### config.mk
export PLATFORM = sky130hd
export DESIGN_NAME = apb_i2c_regbank_flat
export DESIGN_NICKNAME = d
export VERILOG_FILES = /design/src/rtl/apb_i2c_regbank_if.sv /design/src/rtl/apb_i2c_regbank.sv /design/src/flat_wrapper.sv
export SDC_FILE = /design/constraint.sdc
export NUM_CORES = 1
export LEC_CHECK = 0
export CAP_MARGIN = 20
export CORE_MARGIN = 2
export CORE_UTILIZATION = 50
export DETAILED_ROUTE_END_ITERATION = 8
export GPL_ROUTABILITY_DRIVEN = 0
export PLACE_DENSITY = 0.86
export SLEW_MARGIN = 20
export SYNTH_ARGS = -nofsm -noshare
export SYNTH_HDL_FRONTEND = slang
export SYNTH_SLANG_ARGS = --single-unit
export TNS_END_PERCENT = 20
### constraint.sdc
create_clock -name PCLK -period 6.7 [get_ports PCLK]
set_input_delay 2.01 -clock PCLK [delete_from_list [all_inputs] [get_ports PCLK]]
set_output_delay 2.01 -clock PCLK [all_outputs]
set_load 0.02 [all_outputs]
### src/rtl/apb_i2c_regbank_if.sv
// APB3 bus bundle between the system bus master and the I2C register bank.
interface apb_i2c_regbank_if #(
    parameter int ADDR_W = 3,
    parameter int DATA_W = 8
);
    logic              PSELx;
    logic              PENABLE;
    logic              PWRITE;
    logic [ADDR_W-1:0] PADDR;
    logic [DATA_W-1:0] PWDATA;
    logic [DATA_W-1:0] PRDATA;
    logic              PREADY;
    logic              PSLVERR;

    modport master (
        output PSELx, PENABLE, PWRITE, PADDR, PWDATA,
        input  PRDATA, PREADY, PSLVERR
    );

    modport slave (
        input  PSELx, PENABLE, PWRITE, PADDR, PWDATA,
        output PRDATA, PREADY, PSLVERR
    );
endinterface

### src/rtl/apb_i2c_regbank.sv
// APB3 register bank for the I2C master: decoded map, wait states, FIFO strobes, sticky IRQ flags.
// Optional error responses are enabled with `define APB_I2C_SLVERR_EN.
module apb_i2c_regbank #(
    parameter int         DATA_W       = 8,
    parameter int         ADDR_W       = 3,
    parameter int         WAIT_STATES  = 0,
    parameter logic [7:0] PRESCALE_RST = 8'h04
) (
    input  logic                 PCLK,
    input  logic                 PRESETn,
    apb_i2c_regbank_if.slave     apb,
    input  logic [7:0]           status_reg,
    input  logic [7:0]           receive_reg,
    output logic [7:0]           transmit_reg,
    output logic                 tx_push,
    output logic                 rx_pop,
    output logic [7:0]           command_reg,
    output logic                 cmd_valid,
    output logic [7:0]           prescale_reg,
    output logic [7:0]           address_reg,
    output logic                 irq
);
    localparam logic [3:0] WAIT_MAX = 4'(WAIT_STATES);

    logic [3:0] wait_cnt;
    logic       access;
    logic       pready;
    logic       commit;
    logic [2:0] idx;
    logic       unmapped;
    logic       wr_commit;
    logic       rd_commit;
    logic [7:0] wdata8;
    logic       tx_full;
    logic       rx_empty;
    logic [3:0] irq_en;
    logic [3:0] irq_stat;
    logic [3:0] irq_set;
    logic [3:0] irq_clr;
    logic       nack_q;
    logic       empty_q;
    logic [7:0] rd_byte;
    logic [DATA_W-1:0] prdata_w;
    logic       unused_ok;

    assign access   = apb.PSELx & apb.PENABLE;
    assign pready   = access & (wait_cnt == WAIT_MAX);
    assign commit   = access & pready;
    assign idx      = apb.PADDR[2:0];
    assign wdata8   = apb.PWDATA[7:0];
    assign tx_full  = status_reg[4];
    assign rx_empty = status_reg[5];

    generate
        if (ADDR_W > 3) begin : g_hi_addr
            assign unmapped = |apb.PADDR[ADDR_W-1:3];
        end else begin : g_no_hi_addr
            assign unmapped = 1'b0;
        end
    endgenerate

    assign wr_commit = commit &  apb.PWRITE & ~unmapped;
    assign rd_commit = commit & ~apb.PWRITE & ~unmapped;
    assign unused_ok = ^{status_reg[3:0], apb.PWDATA};

    // Wait counter restarts on every new access phase and parks at the limit.
    always_ff @(posedge PCLK or negedge PRESETn) begin
        if (!PRESETn) begin
            wait_cnt <= 4'd0;
        end else if (!access) begin
            wait_cnt <= 4'd0;
        end else if (wait_cnt != WAIT_MAX) begin
            wait_cnt <= wait_cnt + 4'd1;
        end
    end

    always_ff @(posedge PCLK or negedge PRESETn) begin
        if (!PRESETn) begin
            prescale_reg <= PRESCALE_RST;
            command_reg  <= 8'd0;
            address_reg  <= 8'd0;
            transmit_reg <= 8'd0;
            irq_en       <= 4'd0;
        end else if (wr_commit) begin
            case (idx)
                3'd0: prescale_reg <= wdata8;
                3'd1: command_reg  <= wdata8;
                3'd2: address_reg  <= wdata8;
                3'd3: if (!tx_full) transmit_reg <= wdata8;
                3'd6: irq_en       <= wdata8[3:0];
                default: ;
            endcase
        end
    end

    always_ff @(posedge PCLK or negedge PRESETn) begin
        if (!PRESETn) begin
            tx_push   <= 1'b0;
            rx_pop    <= 1'b0;
            cmd_valid <= 1'b0;
        end else begin
            tx_push   <= wr_commit & (idx == 3'd3) & ~tx_full;
            rx_pop    <= rd_commit & (idx == 3'd4) & ~rx_empty;
            cmd_valid <= wr_commit & (idx == 3'd1);
        end
    end

    // Sticky event flags; a same-cycle hardware set beats the W1C clear.
    always_comb begin
        irq_set    = 4'd0;
        irq_set[0] = wr_commit & (idx == 3'd3) & tx_full;
        irq_set[1] = rd_commit & (idx == 3'd4) & rx_empty;
        irq_set[2] = status_reg[7] & ~nack_q;
        irq_set[3] = ~rx_empty & empty_q;
        irq_clr    = (wr_commit && idx == 3'd7) ? wdata8[3:0] : 4'd0;
    end

    always_ff @(posedge PCLK or negedge PRESETn) begin
        if (!PRESETn) begin
            irq_stat <= 4'd0;
            nack_q   <= 1'b0;
            empty_q  <= 1'b1;
            irq      <= 1'b0;
        end else begin
            irq_stat <= (irq_stat & ~irq_clr) | irq_set;
            nack_q   <= status_reg[7];
            empty_q  <= rx_empty;
            irq      <= |(irq_stat & irq_en);
        end
    end

    always_comb begin
        rd_byte = 8'd0;
        case (idx)
            3'd0: rd_byte = prescale_reg;
            3'd1: rd_byte = command_reg;
            3'd2: rd_byte = address_reg;
            3'd4: rd_byte = rx_empty ? 8'd0 : receive_reg;
            3'd5: rd_byte = {status_reg[7:4], 2'b00, irq_stat[1:0]};
            3'd6: rd_byte = {4'd0, irq_en};
            3'd7: rd_byte = {4'd0, irq_stat};
            default: rd_byte = 8'd0;
        endcase
        prdata_w = '0;
        if (pready && !apb.PWRITE && !unmapped) begin
            prdata_w[7:0] = rd_byte;
        end
    end

    assign apb.PRDATA = prdata_w;
    assign apb.PREADY = pready;

`ifdef APB_I2C_SLVERR_EN
    logic slv_err;

    always_comb begin
        slv_err = unmapped;
        if (apb.PWRITE) begin
            if (idx == 3'd4 || idx == 3'd5) slv_err = 1'b1;
            if (idx == 3'd3 && tx_full)     slv_err = 1'b1;
        end else begin
            if (idx == 3'd3)                slv_err = 1'b1;
            if (idx == 3'd4 && rx_empty)    slv_err = 1'b1;
        end
    end

    assign apb.PSLVERR = commit & slv_err;
`else
    assign apb.PSLVERR = 1'b0;
`endif
endmodule

### src/flat_wrapper.sv
// flat-port wrapper written by rule: the top's interface ports become plain ports
module apb_i2c_regbank_flat 
#(
    parameter int         DATA_W       = 8,
    parameter int         ADDR_W       = 3,
    parameter int         WAIT_STATES  = 0,
    parameter logic [7:0] PRESCALE_RST = 8'h04
)
  (PCLK, PRESETn, status_reg, receive_reg, transmit_reg, tx_push, rx_pop, command_reg, cmd_valid, prescale_reg, address_reg, irq, apb_PSELx, apb_PENABLE, apb_PWRITE, apb_PADDR, apb_PWDATA, apb_PRDATA, apb_PREADY, apb_PSLVERR);
  apb_i2c_regbank_if #(.ADDR_W(ADDR_W), .DATA_W(DATA_W)) apb_i ();
  input  logic PCLK;
  input  logic PRESETn;
  input  logic [7:0] status_reg;
  input  logic [7:0] receive_reg;
  output logic [7:0] transmit_reg;
  output logic tx_push;
  output logic rx_pop;
  output logic [7:0] command_reg;
  output logic cmd_valid;
  output logic [7:0] prescale_reg;
  output logic [7:0] address_reg;
  output logic irq;
  input wire logic [$bits(apb_i.PSELx)-1:0] apb_PSELx;
  input wire logic [$bits(apb_i.PENABLE)-1:0] apb_PENABLE;
  input wire logic [$bits(apb_i.PWRITE)-1:0] apb_PWRITE;
  input wire logic [$bits(apb_i.PADDR)-1:0] apb_PADDR;
  input wire logic [$bits(apb_i.PWDATA)-1:0] apb_PWDATA;
  output wire logic [$bits(apb_i.PRDATA)-1:0] apb_PRDATA;
  output wire logic [$bits(apb_i.PREADY)-1:0] apb_PREADY;
  output wire logic [$bits(apb_i.PSLVERR)-1:0] apb_PSLVERR;
  assign apb_i.PSELx = apb_PSELx;
  assign apb_i.PENABLE = apb_PENABLE;
  assign apb_i.PWRITE = apb_PWRITE;
  assign apb_i.PADDR = apb_PADDR;
  assign apb_i.PWDATA = apb_PWDATA;
  assign apb_PRDATA = apb_i.PRDATA;
  assign apb_PREADY = apb_i.PREADY;
  assign apb_PSLVERR = apb_i.PSLVERR;
  apb_i2c_regbank #(.DATA_W(DATA_W), .ADDR_W(ADDR_W), .WAIT_STATES(WAIT_STATES), .PRESCALE_RST(PRESCALE_RST)) u_core (.PCLK(PCLK), .PRESETn(PRESETn), .apb(apb_i), .status_reg(status_reg), .receive_reg(receive_reg), .transmit_reg(transmit_reg), .tx_push(tx_push), .rx_pop(rx_pop), .command_reg(command_reg), .cmd_valid(cmd_valid), .prescale_reg(prescale_reg), .address_reg(address_reg), .irq(irq));
endmodule
# Word level (Yosys, flattened, before mapping)
# Cells that the tools add are included.
# W data, S select, Z words.
[word_totals]
mem_count = 0
reg_bits = 50
input_bits = 32
word_cells = 62
latch_bits = 0
mem_bits_ro = 0
mem_bits_rw = 0
out_inout_bits = 46
[op_classes]
n_reduce_logical = 12
n_mul = 0
n_eq_ne = 8
n_bitwise = 22
n_mux = 6
order_cmp = 0
div = 0
shifts = 0
addsub = 1
[op_table]
columns = ["op", "n"]
rows = [
  ["$pmux W8 S7", 1],
  ["$mux W8", 2],
  ["$and A1 B1 Y1", 14],
  ["$eq A3 B3 Y1 const B", 4],
  ["$mux W4", 3],
  ["$and A4 B4 Y4", 2],
  ["$reduce_and A2 Y1", 4],
  ["$eq A3 B2 Y1 const B", 2],
  ["$add A4 B1 Y4 const B", 1],
  ["$logic_not A4 Y1", 1],
  ["$not A1 Y1", 4],
  ["$not A4 Y4", 1],
  ["$or A4 B4 Y4", 1],
  ["$reduce_bool A4 Y1", 1],
  ["$reduce_or A4 Y1", 1],
  ["$eq A3 B1 Y1 const B", 1],
  ["$logic_not A3 Y1", 1],
  ["$reduce_and A3 Y1", 1],
  ["$logic_and A1 B1 Y1", 2],
  ["$ne A2 B2 Y1 const B", 1],
  ["$logic_not A1 Y1", 1],
]

# Depth between registers and ports, before layout
# Gate-level depths: netlist of the first run.
[depth]
depth_word = 9
mapped_depth = 7
mapped_depth_nobuf = 6

# Worst setup path after synthesis of the first run
# Ideal clock, no wire load.
[synth_path]
kind = "input-to-output"
start = "input apb_PADDR[1]"
end = "output apb_PRDATA[3]"
path_slack_ns = 1.478
n_path_buf = 2
stages = 5
t_required_ns = 4.690
t_arrival_ns = 3.212
path_cell_list = "buf_2 > buf_1 > and3_1 > a32oi_1 > a31oi_1"
[synth_via]
elab_chain_cells = 3
word_cells_on_any_way = 9
classes_between = "eq/ne: 6; mux: 2; reduce/logical: 1"
[synth_rtl]
columns = ["item", "line_no", "text"]
rows = [
  ["start, declared", "flat_wrapper.sv:26", "input wire logic [$bits(apb_i.PADDR)-1:0] apb_PADDR;"],
  ["$eq A3 B3 Y1, or another cell as far along", "apb_i2c_regbank.sv:134", "case (idx)"],
  ["$pmux W8 S7 *", "apb_i2c_regbank.sv:134", ""],
  ["$mux W8 *", "apb_i2c_regbank.sv:145", "if (pready && !apb.PWRITE && !unmapped) begin"],
  ["end, declared", "flat_wrapper.sv:28", "output wire logic [$bits(apb_i.PRDATA)-1:0] apb_PRDATA;"],
]
# Every way passes the cells marked *; elsewhere a longest branch is shown, timed or not.

# Final worst setup path of the first run
[layout_path]
start = "input apb_PADDR[2]"
end = "output apb_PRDATA[2]"
# The elaborated chain is that of the path after synthesis.

==> flow_summary.ini, run 1 <==
[outcome]
status = completed

[placed_design]
dpl.cell_count = 351
place_area_sq_mm = 0.00328
portBuffers = 72
hpwl_um = 4490
pre_cts_slack_ns = 0.460

[global_route]
antenna_found_initial = 0
grt_pass1_vias = 2063
grt_max_degree = 51
grt_usage_pct = 24.8
grt_pass1_wl_um = 10100
grt-ovfl-total = 0

[logic_synthesis]
synthesis.nets = 250
synthCells = 216
ys_warn_count = 0
synth_seq_area_share_pct = 50.3
syn-cell-area_sq_mm = 0.00249
synth_seq_cells = 50
synth.distinct_cells = 41
syn_avg_cell_area_sq_um = 11.5

[routing]
detail_route.wl_per_cell_um = 18.0
vias = 2041
drt-pass1-iter-count = 4
drc_errors = 0
drt-initial-drc-count = 127
antenna_left = 0
drt-vias-per-instance = 5.69
wirelength_um = 6470

[worst_setup_path]
slowest_stage = clkdlybuf4s50_1
r2r-end = u_core.transmit_reg[4]
r2r_slack_ns = 4.31
reg2reg_depth = 6
slowest_delay_ns = 0.75
crit_path_cell_trace = clkdlybuf4s50_1 > and2b_1 > nand2_1 > nand2_1 > a31oi_1 > clkdlybuf4s50_1
worstPathArrival_ns = 4.35
cp_max_fo = 13
required_ns = 4.69
timing.rr.start = u_core.wait_cnt[0]
cp-start-kind = input port
critPathCaptureType = output port
crit_type = input port to output port

[floorplanning]
initial_core_util_pct = 52.4
die_y_um = 74.6
die-area_sq_mm = 0.00556
core-area_sq_mm = 0.00475
num_rows = 25
die_x_um = 74.6
io_pins = 78

[sta]
hold_viol_final = 0
setup_slack_ns = 0.339
timing.setup.tns_ns = 0
slew_headroom_pct = 50.8
rsz0062_at_grt = false
slew_violations = 0
setup_viol = 0
clock_skew_ns = 0.00717
min_period_ns = 6.36
fin_crit_sh_pct = 94.9
worst_slew_pin_slew_ns = 0.732
fmax_mhz = 157

[final_layout]
final_layout_size_suffix_gt1_share_pct = 22.3
diodes = 0
nets = 325
final_util_pct = 71.4
layout.cells.non_filler = 359
syn2layout_area_growth_pct = 36.4
postLayoutCellArea_sq_mm = 0.00340

[pwr]
power_density_mw_per_mm2 = 242
vdd_ir_drop_max_mv = 0.162
switching_power_mw = 0.241
sw_frac_of_total_pct = 29.3
seqPwrFrac_pct = 46.0
combPwrFrac_pct = 29.4
p_leak_nw = 1.48
p_int_mw = 0.580
clkPwrFrac_pct = 24.6

[worst_hold_path]
holdPathStages = 1
min_to = u_core.irq_stat[2]
worstHoldStart = u_core.nack_q
min_path_type = flip-flop to flip-flop

[clock_network]
cts_sinks = 50
ctsRootBufferMaster = clkbuf_8
post_cts_buffers = 0
cts_tree = done
cts.hold.buffers_added = 0
clockBufferDepth = 2
clk_latency_ns = 0.31
h-tree-depth = 2
post_cts_resized = 0
numCtsBuffers = 5
path_clk_slew_ns = 0.08

[flow_run]
max_cap_violations = 0
## cell families after synthesis
logic type	share of synthesized area, %
AOI/OAI and AO/OA	10.6
xor gates and xnor gates	0.703
adders and majority gates	1.00
buffers and inverters	2.96
DFF	50.3
muxes	20.6
other	0.151
and+or+nand+nor	13.6
## power groups by stage
| stage | Combinational (mW) | Sequential, mW | Clock (mW) |
|---|---|---|---|
| floorplan | 0.0761 | 0.423 | 0 |
| global placement | 0.236 | 0.381 | 0 |
| detailed placement | 0.241 | 0.383 | 0 |
| CTS | 0.243 | 0.378 | 0.204 |
| global route | 0.257 | 0.384 | 0.215 |
| finish | 0.241 | 0.378 | 0.202 |
## per-stage QoR
stage / hold WS (ns) / power [mW]
after global placement: 0.415 / 0.617
after CTS: 0.449 / 0.825
final: 0.445 / 0.821
after floorplan: 0.400 / 0.499
after global routing: 0.460 / 0.856
after detailed placement: 0.441 / 0.624
## worst max-delay path: cells and delay by family
family          cells  cell delay (ns)
simple gates        3             0.60
buf+inv             2             1.42
compound gates      1             0.32
## layout by cell type, fill, tap and decap left out, types with 2 or more instances in the layout
cell type        count
clkdlybuf4s50_1     71
dfrtp_1             48
mux2_2              35
nand2_1             21
o21ai_0             11
a21oi_1             11
a31oi_1              8
mux2_4               8
clkbuf_8             8
nor2_1               7
buf_4                7
inv_1                6
and3_1               6
a22o_1               6
nand2b_1             6
nor2b_1              4
nand3_1              3
or3_1                2
a22oi_1              2
ha_1                 2
dfstp_2              2
## synthesized netlist by cell type (all sizes together)
cell type	number	area share, %
dfrtp	48	48
mux2	43	21
nand2	22	3.4
a21oi	11	2.2
o21ai	11	2.2
a31oi	8	2.0
nor2	7	1.1
a22o	6	2.1
and3	6	1.5
inv	6	0.90
nand2b	6	1.5
buf	5	1.3
clkbuf	5	0.75
nor2b	4	1.0
nand3	3	0.60
a22oi	2	0.60
dfstp	2	2.1
ha	2	1.0
nor3b	2	1.1
or3	2	0.50
a21bo	1	0.40
a32oi	1	0.35
a41oi	1	0.35
and2b	1	0.30
and4	1	0.35
conb	1	0.15
nand3b	1	0.30
nand4	1	0.25
nand4b	1	0.35
nor3	1	0.20
nor4	1	0.85
o2bb2ai	1	0.35
or3b	1	0.35
xnor2	1	0.35
xor2	1	0.35
## layout make-up
cell class / instances / area [sq um]
Sequential cell: 50 / 1250
Clock buffer: 8 / 110
Inverter: 6 / 22.5
Timing Repair Buffer: 78 / 763
Multi-Input combinational cell: 150 / 1160
Tap cell: 67 / 83.8
Fill cell: 358 / 1360
## worst max-delay path by stage
stage	start	end	slack, ns	depth (start not counted)
5_1_grt	apb_PADDR[2]	apb_PRDATA[2]	0.34	6
3_3_place_gp	apb_PADDR[2]	apb_PRDATA[0]	0.52	6
2_1_floorplan	apb_PADDR[1]	apb_PRDATA[3]	1.48	5
3_5_place_dp	apb_PADDR[2]	apb_PRDATA[2]	0.46	6
6_report	apb_PADDR[2]	apb_PRDATA[2]	0.34	6
4_1_cts	apb_PADDR[2]	apb_PRDATA[2]	0.40	6
## layer usage
layer	wire length (um)	global-route usage, %	vias up
met5	0	0	-
met4	127	11.3	0
met3	591	5.01	12
met2	3130	40.6	100
met1	2620	31.7	1003
li1	-	-	926
(Power assumes the default switching activity.)
==> inputs of run 2 (changes only) <==
--- a/config.mk
+++ b/config.mk
@@ -7,10 +7,11 @@
 export LEC_CHECK = 0
 export CAP_MARGIN = 20
 export CORE_MARGIN = 2
-export CORE_UTILIZATION = 50
+export CORE_UTILIZATION = 46
 export DETAILED_ROUTE_END_ITERATION = 8
 export GPL_ROUTABILITY_DRIVEN = 0
-export PLACE_DENSITY = 0.86
+export HOLD_SLACK_MARGIN = 0.1
+export PLACE_DENSITY = 0.8
 export SLEW_MARGIN = 20
 export SYNTH_ARGS = -nofsm -noshare
 export SYNTH_HDL_FRONTEND = slang
==> constraint.sdc (replaced) <==
create_clock -name PCLK -period 6.65 [get_ports PCLK]
set_input_delay 1.995 -clock PCLK [delete_from_list [all_inputs] [get_ports PCLK]]
set_output_delay 1.995 -clock PCLK [all_outputs]
set_load 0.02 [all_outputs]
==> flow_summary.ini, run 2 (synthesis results as in run 1) <==
[clock_network]
cts_sinks = 50
cts_tree = done
numCtsBuffers = 5
post_cts_resized = 0
clk_latency_ns = 0.31
clockBufferDepth = 2
ctsRootBufferMaster = clkbuf_8
h-tree-depth = 2
cts.hold.buffers_added = 0
path_clk_slew_ns = 0.09
post_cts_buffers = 0

[sta]
fmax_mhz = 160
min_period_ns = 6.24
setup_slack_ns = 0.412
clock_skew_ns = 0.0110
setup_viol = 0
slew_headroom_pct = 43.7
rsz0062_at_grt = false
slew_violations = 0
fin_crit_sh_pct = 93.8
hold_viol_final = 0
whs_ns = 0.488
worst_slew_pin_slew_ns = 0.841
timing.setup.tns_ns = 0

[global_route]
grt_usage_pct = 21.5
grt-ovfl-total = 0
antenna_found_initial = 0
grt_pass1_vias = 2004
grt_pass1_wl_um = 10100
grt_max_degree = 51

[placed_design]
hpwl_um = 4420
dpl.cell_count = 353
place_area_sq_mm = 0.00329
portBuffers = 72
pre_cts_slack_ns = 0.477

[routing]
drt-vias-per-instance = 5.55
antenna_left = 0
detail_route.wl_per_cell_um = 17.4
drt-pass1-iter-count = 4
drc_errors = 0
vias = 2002
drt-initial-drc-count = 142
wirelength_um = 6270

[worst_hold_path]
holdPathStages = 1
min_path_type = flip-flop to flip-flop

[final_layout]
final_layout_size_suffix_gt1_share_pct = 21.6
final_common_cell = clkdlybuf4s50_1
syn2layout_area_growth_pct = 35.6
postLayoutCellArea_sq_mm = 0.00338
diodes = 0
nets = 324
most-common-layout-cells = clkdlybuf4s50_1, dfrtp_1, mux2_2, nand2_1
layout.cells.non_filler = 361

[flow_run]
max_cap_violations = 0

[worst_setup_path]
crit_path_cell_trace = clkdlybuf4s50_1 > and2b_1 > nand2_1 > nand2_1 > a31oi_1 > clkdlybuf4s50_1
crit_type = input port to output port
path_depth = 6
cp-start-kind = input port
path_buf_inv = 2
reg2reg_depth = 6
cp_max_fo = 13
cpLargestDelayFamily = buffers and inverters
worstPathArrival_ns = 4.24
critPathCaptureType = output port
required_ns = 4.66
slowest_stage = clkdlybuf4s50_1
slowest_delay_ns = 0.75

[floorplanning]
num_rows = 26
die_y_um = 77.6
initial_core_util_pct = 48.2
io_pins = 78
die-area_sq_mm = 0.00602
die_x_um = 77.6
core-area_sq_mm = 0.00517

[pwr]
power_density_mw_per_mm2 = 238
p_leak_nw = 1.46
vdd_ir_drop_max_mv = 0.162

[outcome]
status = completed
-- run 2: cell types whose count changed in the layout (fill, tap and decap cells not counted), sizes merged --
cell	previous run	this run
buf	7	6
-- run 2: power breakdown --
group,total [mW],internal [mW],leakage (nW),switching (mW)
sequential,0.381,0.349,0.634,0.0323
combinational,0.241,0.131,0.779,0.110
clock,0.183,0.0851,0.0455,0.0981
total,0.805,0.565,1.46,0.241
-- run 2: area by class of cell --
cell class                 count  area, sq um
sequential                    50         1250
inverter                       6         22.5
tap                           70         87.6
multi-input combinational    150         1170
fill                         406         1790
timing repair buffer          77          756
clock buffer                   8         90.1
-- run 2: stage by stage --
stage               util, %  total power [mW]
floorplan                 -             0.503
global placement       63.5             0.622
detailed placement     63.5             0.629
CTS                    65.3             0.809
global route           65.3             0.841
finish                 65.3             0.805
-- run 2: worst paths after layout --
path	to	startpoint	slack [ns]
min reg2reg	u_core.irq_stat[2]	u_core.nack_q	0.49
max reg2reg	u_core.command_reg[2]	u_core.wait_cnt[0]	4.18
max in group asynchronous	u_core.irq	PRESETn	4.52
min	u_core.irq_stat[2]	u_core.nack_q	0.49
min in group asynchronous	u_core.transmit_reg[6]	PRESETn	1.70
max	apb_PRDATA[1]	apb_PADDR[2]	0.41
-- run 2: per-layer routing --
metal	vias up	part of all wire (%)	GRT usage, %
met5	-	0	0
met3	9	7.9	5.81
met4	0	1.5	5.71
met2	89	47	34.2
li1	922	-	-
met1	982	43	29.1
-- run 2: worst reg2reg max path, delay by kind of cell, from the launching register on --
kind | cells | cell delay (ns)
DFF | 1 | 0.41
buffers and inverters | 1 | 0.11
muxes | 1 | 0.42
and+or+nand+nor | 3 | 1.23
adders and majority gates | 1 | 0.19
==> inputs of run 3 (changes only) <==
--- a/config.mk
+++ b/config.mk
@@ -9,7 +9,6 @@
 export CORE_MARGIN = 2
 export CORE_UTILIZATION = 46
 export DETAILED_ROUTE_END_ITERATION = 8
-export GPL_ROUTABILITY_DRIVEN = 0
 export HOLD_SLACK_MARGIN = 0.1
 export PLACE_DENSITY = 0.8
 export SLEW_MARGIN = 20
==> results of run 3 <==
Final layout, timing and power as in run 2 (identical DEF).
